**src/rtl/pc_fetch_unit_pkg.sv**
```systemverilog
// Shared definitions for the PC / instruction-fetch stage.
//   - bselect encodings driven by the opcode decoder
//   - fetch FSM state encodings
//   - instruction width and field positions (opcode, branch offset)
package pc_fetch_unit_pkg;

  localparam int INSTR_WIDTH = 32;
  localparam int OPCODE_MSB  = 31;
  localparam int OPCODE_LSB  = 24;
  localparam int OFFSET_MSB  = 23;
  localparam int OFFSET_LSB  = 16;
  localparam int OFFSET_W    = OFFSET_MSB - OFFSET_LSB + 1;

  typedef enum logic [1:0] {
    BSEL_SEQ = 2'b00,
    BSEL_J   = 2'b01,
    BSEL_BEQ = 2'b10,
    BSEL_BNE = 2'b11
  } bsel_e;

  typedef enum logic {
    FETCH = 1'b0,
    EXEC  = 1'b1
  } state_e;

endpackage

```
**src/rtl/pc_fetch_unit_next_pc_calc.sv**
```systemverilog
// Combinational next-PC resolver.
//   pc      : current program counter
//   offset  : signed branch offset in instructions (instr[23:16])
//   bselect : 00 seq, 01 jump, 10 beq, 11 bne
//   zero    : ALU zero flag
//   next_pc : resolved next PC, modulo 2^PC_WIDTH
module next_pc_calc
  import pc_fetch_unit_pkg::*;
#(
  parameter int PC_WIDTH = 32
) (
  input  logic [PC_WIDTH-1:0] pc,
  input  logic [OFFSET_W-1:0] offset,
  input  logic [1:0]          bselect,
  input  logic                zero,
  output logic [PC_WIDTH-1:0] next_pc
);

  logic [PC_WIDTH-1:0] pc_plus4;
  logic [PC_WIDTH-1:0] offset_bytes;
  logic [PC_WIDTH-1:0] target;
  logic                take_target;

  // Offset counts instructions, so sign-extend and scale by 4 bytes.
  assign offset_bytes = {{(PC_WIDTH-OFFSET_W-2){offset[OFFSET_W-1]}}, offset, 2'b00};
  assign pc_plus4     = pc + PC_WIDTH'(4);
  assign target       = pc_plus4 + offset_bytes;

  always_comb begin
    take_target = 1'b0;
    case (bselect)
      BSEL_SEQ: take_target = 1'b0;
      BSEL_J:   take_target = 1'b1;
      BSEL_BEQ: take_target = zero;
      BSEL_BNE: take_target = ~zero;
      default:  take_target = 1'b0;
    endcase
  end

  assign next_pc = take_target ? target : pc_plus4;

endmodule

```
**src/rtl/pc_fetch_unit.sv**
```systemverilog
// Program counter and instruction-fetch stage feeding the opcode decoder.
// Fetches one instruction per FETCH/EXEC pair using a busywait handshake,
// presents it for one execute window, then resolves the next PC.
//   CLK, RESET         : clock, async active-high reset
//   imem_read/addr     : fetch request and address (addr == pc)
//   imem_busywait      : memory not ready
//   instruction_in     : fetched word
//   instr_out/valid    : latched instruction, valid during EXEC
//   bselect, zero      : branch select and ALU zero, sampled in EXEC only
//   stall              : downstream busy, freezes EXEC
//   pc                 : current program counter
//
// state | meaning
// FETCH | request instruction at pc, wait for busywait low
// EXEC  | instruction presented to decode; update pc when not stalled
module pc_fetch_unit
  import pc_fetch_unit_pkg::*;
#(
  parameter int                PC_WIDTH = 32,
  parameter logic [PC_WIDTH-1:0] RESET_PC = '0
) (
  input  logic                   CLK,
  input  logic                   RESET,
  output logic                   imem_read,
  output logic [PC_WIDTH-1:0]    imem_addr,
  input  logic                   imem_busywait,
  input  logic [INSTR_WIDTH-1:0] instruction_in,
  output logic [INSTR_WIDTH-1:0] instr_out,
  output logic                   instr_valid,
  input  logic [1:0]             bselect,
  input  logic                   zero,
  input  logic                   stall,
  output logic [PC_WIDTH-1:0]    pc
);

  state_e                 state_q, state_d;
  logic [PC_WIDTH-1:0]    pc_q, pc_d;
  logic [INSTR_WIDTH-1:0] instr_q, instr_d;
  logic [PC_WIDTH-1:0]    next_pc;

  next_pc_calc #(.PC_WIDTH(PC_WIDTH)) u_next_pc_calc (
    .pc      (pc_q),
    .offset  (instr_q[OFFSET_MSB:OFFSET_LSB]),
    .bselect (bselect),
    .zero    (zero),
    .next_pc (next_pc)
  );

  always_comb begin
    state_d = state_q;
    pc_d    = pc_q;
    instr_d = instr_q;
    case (state_q)
      FETCH: begin
        if (!imem_busywait) begin
          instr_d = instruction_in;
          state_d = EXEC;
        end
      end
      EXEC: begin
        if (!stall) begin
          pc_d    = next_pc;
          state_d = FETCH;
        end
      end
      default: state_d = FETCH;
    endcase
  end

  always_ff @(posedge CLK or posedge RESET) begin
    if (RESET) begin
      state_q <= FETCH;
      pc_q    <= RESET_PC;
      instr_q <= '0;
    end else begin
      state_q <= state_d;
      pc_q    <= pc_d;
      instr_q <= instr_d;
    end
  end

  // Gate the request with RESET so memory sees no fetch while held in reset.
  assign imem_read   = !RESET && (state_q == FETCH);
  assign instr_valid = (state_q == EXEC);
  assign imem_addr   = pc_q;
  assign pc          = pc_q;
  assign instr_out   = instr_q;

endmodule

```
**config.mk**
```make
export PLATFORM = sky130hd
export DESIGN_NAME = pc_fetch_unit
export DESIGN_NICKNAME = d
export VERILOG_FILES = /design/src/rtl/pc_fetch_unit_pkg.sv /design/src/rtl/pc_fetch_unit_next_pc_calc.sv /design/src/rtl/pc_fetch_unit.sv
export SDC_FILE = /design/constraint.sdc
export NUM_CORES = 1
export LEC_CHECK = 0
export ABC_AREA = 1
export BUFFER_PORTS_ARGS = -buffer_cell sky130_fd_sc_hd__buf_2
export CORE_MARGIN = 1
export CORE_UTILIZATION = 50
export DETAILED_ROUTE_END_ITERATION = 6
export PLACE_DENSITY = 0.81
export SYNTH_ARGS = -nofsm -noshare
export SYNTH_HDL_FRONTEND = slang
export SYNTH_SLANG_ARGS = --single-unit
```
**constraint.sdc**
```tcl
create_clock -name CLK -period 2.5 [get_ports CLK]
set_input_delay 0.125 -clock CLK [delete_from_list [all_inputs] [get_ports CLK]]
set_output_delay 0.125 -clock CLK [all_outputs]
set_load 0.05 [all_outputs]
```
==> key figures <==
Status
  – Status: complete, but fails checks
  – Violated checks: design-rule violations, negative setup slack

Setup path
  – R2r worst-path depth: 17
  – Slowest CP cell: dfrtp_2
  – CP Capture Type: flip-flop
  – Critical Path Stages: 17
  – Worst path required time: about 2.7 ns
  – Critical Path AT: roughly 3.5 ns
  – Crit. Startpoint: imem_addr[7]$_DFFE_PP0P_
  – Worst setup endpoint: imem_addr[15]$_DFFE_PP0P_
  – CP Buf/Inv Count: 3
  – Largest stage delay, worst path: a little over 0.4 ns
  – CP Launch Type: flip-flop
  – Critical path cell sequence: buf_4 -> nand2_1 -> nor2_1 -> nand2_4 -> nor2_4 -> xor2_2 -> inv_2 -> ha_4 -> nand2_4 -> inv_2 -> nand2_2 -> nand2_2 -> a21oi_2 -> nand2_2 -> a21oi_1 -> o21ai_1 -> a31oi_1
  – R2R Setup Slk: -0.80 ns
  – Most used cell, CP: nand2_2
  – Reg-to-Reg Start: imem_addr[7]$_DFFE_PP0P_
  – Cell family with most CP delay: simple AND/OR/NAND/NOR gates
  – Reg2reg end: imem_addr[15]$_DFFE_PP0P_
  – Crit path kind: reg2reg
  – Max FO, Critical Path: 5

STA
  – Final hold viol count: 0
  – Highest clock rate: a little over 300 MHz
  – Final min period: 3.30 ns
  – Crit share post-route: 132%
  – Unrepaired setup endpoints after global routing: yes
  – Setup Skew: 0.0151 ns
  – Final Max Slew Viols: 0
  – Setup WS post-layout: -0.797 ns
  – Max_slew headroom: 28.6%
  – Final setup vio count: 26
  – Worst slew pin tran: 1.07 ns

Min path
  – Hold Startpoint: instruction_in[3]
  – Tightest Hold Check Type: in2reg

Layout
  – Area grow syn2layout: 59.8%
  – Fin cells: 1347
  – Fin util: between 80% and 90%
  – Diode count: 0
  – Layout fillers: about 550
  – Seq. cell area: between 1500 and 2000 um2
  – Layout cells sized above 1: a little under half
  – Nets@finish: 1276
  – Commonest non-fill, non-tap cell in the layout: nand2_1
  – Most frequent cells in the layout: nand2_1 (295), buf_2 (132), buf_4 (130)
  – Area of the multi-input gates: just under 5000 um2

Placed design
  – GPL Wtd Cong: roughly 0.95
  – I/O Buffers: ~130
  – DP Worst Slack: -0.330 ns
  – Dpl hpwl: ~14000 um
  – Placed Cells: ~1300

Detailed routing
  – Via count: between 8000 and 9000
  – Detail-routed via count per cell: 6.44
  – Final WL: between 30000 and 40000 um
  – Number of remaining DRC errors: around 200
  – Antenna Nets Post-Route: 0
  – 1st-pass router iterations: 7
  – DR WL/cell: around 22 um
  – Initial DRC Count: approximately 1700

GRT
  – Vias in the first global route: 7193
  – GRT Residual Overflow: 0
  – Largest net degree at the start of global routing: between 40 and 50
  – Global-route wire length before repair: 35100 um
  – All-Layer GR Usage: ~36%
  – Initial antenna violation count: 0

CTS
  – Clk_lat worst skew: 0.37 ns
  – Clk sinks: between 60 and 70
  – Htree depth: 3
  – Total CTS buffers: 9
  – CTS Root Cell: clkbuf_16
  – Max clock buf depth: 2
  – Clock transition at the registers of the reported paths: around 0.060 ns
  – CTS tree: yes

Die
  – Height of the die: 111 um
  – I/O pin count: about 140
  – Chip Width: 111 um
  – Initial Util: around half
  – CORE AREA: approximately 12000 um2
  – Cell Rows: 39
  – Die area: 12300 um2

Yosys
  – Post-synth EDFFs: 0
  – Most used DFF post-synth: dfrtp_1
  – Avg Cell Area, Syn: about 6.4 um2
  – YS warnings: 0
  – Synth Cell Area: 5950 um2
  – Number of distinct library cells after synthesis: 43
  – Post-synthesis instance total: 931
  – Ys async rst share: 100%
  – Sequential area share after synthesis: approximately a quarter
  – FF+latch count, synth: 63

Run
  – MaxCap Viol Count: 0
final cells by class:
class	count	share of cell area, %
clock buffer	10	2.41
clock inverter	6	0.894
inverter	111	4.42
multi-input combinational	708	51.3
sequential	63	16.9
tap	143	1.88
timing repair buffer	306	22.2
sequential cells by signal (all words and copies together), names as in the netlist:
| signal | cells |
|---|---|
| imem_addr | 30 |
| instr_out | 32 |
| instr_valid | 1 |
cells in the mapped netlist, drive strengths merged, types with 2 or more instances:
master / n / area share [%]
o21ai: 22 / 2.0
nand3: 66 / 6.2
a21o: 2 / 0.25
nand2: 367 / 24
nand3b: 4 / 0.50
nand4: 10 / 1.1
a31oi: 7 / 0.74
or2: 5 / 0.53
clkbuf: 12 / 0.76
ha: 37 / 7.8
dfrtp: 63 / 26
xor2: 17 / 2.6
and2: 4 / 0.42
clkinv: 3 / 0.19
nor3: 7 / 0.76
inv: 108 / 6.8
o21bai: 10 / 1.3
xnor2: 8 / 1.3
buf: 40 / 4.9
a21oi: 45 / 4.0
nor2: 87 / 6.8
o211ai: 3 / 0.38
worst min path at each step:
stage,to,slack [ns],cells after the start
global route,instr_out[3]$_DFFE_PP0P_,0.02,3
detailed placement,instr_out[16]$_DFFE_PP0P_,0.29,2
finish,instr_out[3]$_DFFE_PP0P_,0.03,3
CTS,instr_out[3]$_DFFE_PP0P_,0.004,3
global placement,instr_out[22]$_DFFE_PP0P_,0.28,2
floorplan,instr_valid$_DFF_PP0_,0.22,1
metrics by stage:
| step | setup TNS, ns | hold WS [ns] | cell area, um2 |
|---|---|---|---|
| after floorplan | -1.03 | 0.216 | 6070 |
| after global placement | -3.85 | 0.282 | 7510 |
| after detailed placement | -4.75 | 0.288 | 7510 |
| final | -11.30 | 0.0320 | 9510 |
| after global routing | -13.69 | 0.0240 | 9510 |
| after CTS | -3.23 | 0.00449 | 8710 |
logic make-up (layout without fill, tap and decap cells):
logic type | count (synthesis) | in the layout | synth area share [%]
buf+inv | 163 | 433 | 12.6
other cells | 1 | 4 | 0.0630
simple gates | 550 | 550 | 39.8
compound gates | 91 | 91 | 8.95
fa+ha+maj | 38 | 38 | 8.11
flops | 63 | 63 | 26.5
xor+xnor | 25 | 25 | 3.93
per-layer routing:
metal / GRT usage (%) / vias to the layer above / wire [um]
met1: 42.8 / 3884 / 9960
li1: - / 3412 / -
met2: 60.8 / 998 / 13000
met4: 19.7 / 0 / 3010
met5: 0 / - / 0
met3: 8.47 / 387 / 4320
tightest hold or removal path: cells and delay by family:
family	cells	cell delay (ns)
simple gates	2	0.15
buf+inv	1	0.08
timing repair:
item | 4_1_cts | 5_1_grt
gates resized for setup | 98 | 170
hold buffers | 33 | 0
setup endpoints to repair | 24 | 25
pin swaps | 46 | 80
buffers inserted | 8 | 12
hold endpoints to repair | 56 | 0
Power is not shown: default switching activity piles up to over one toggle a cycle in this logic, so the estimate is an artifact.
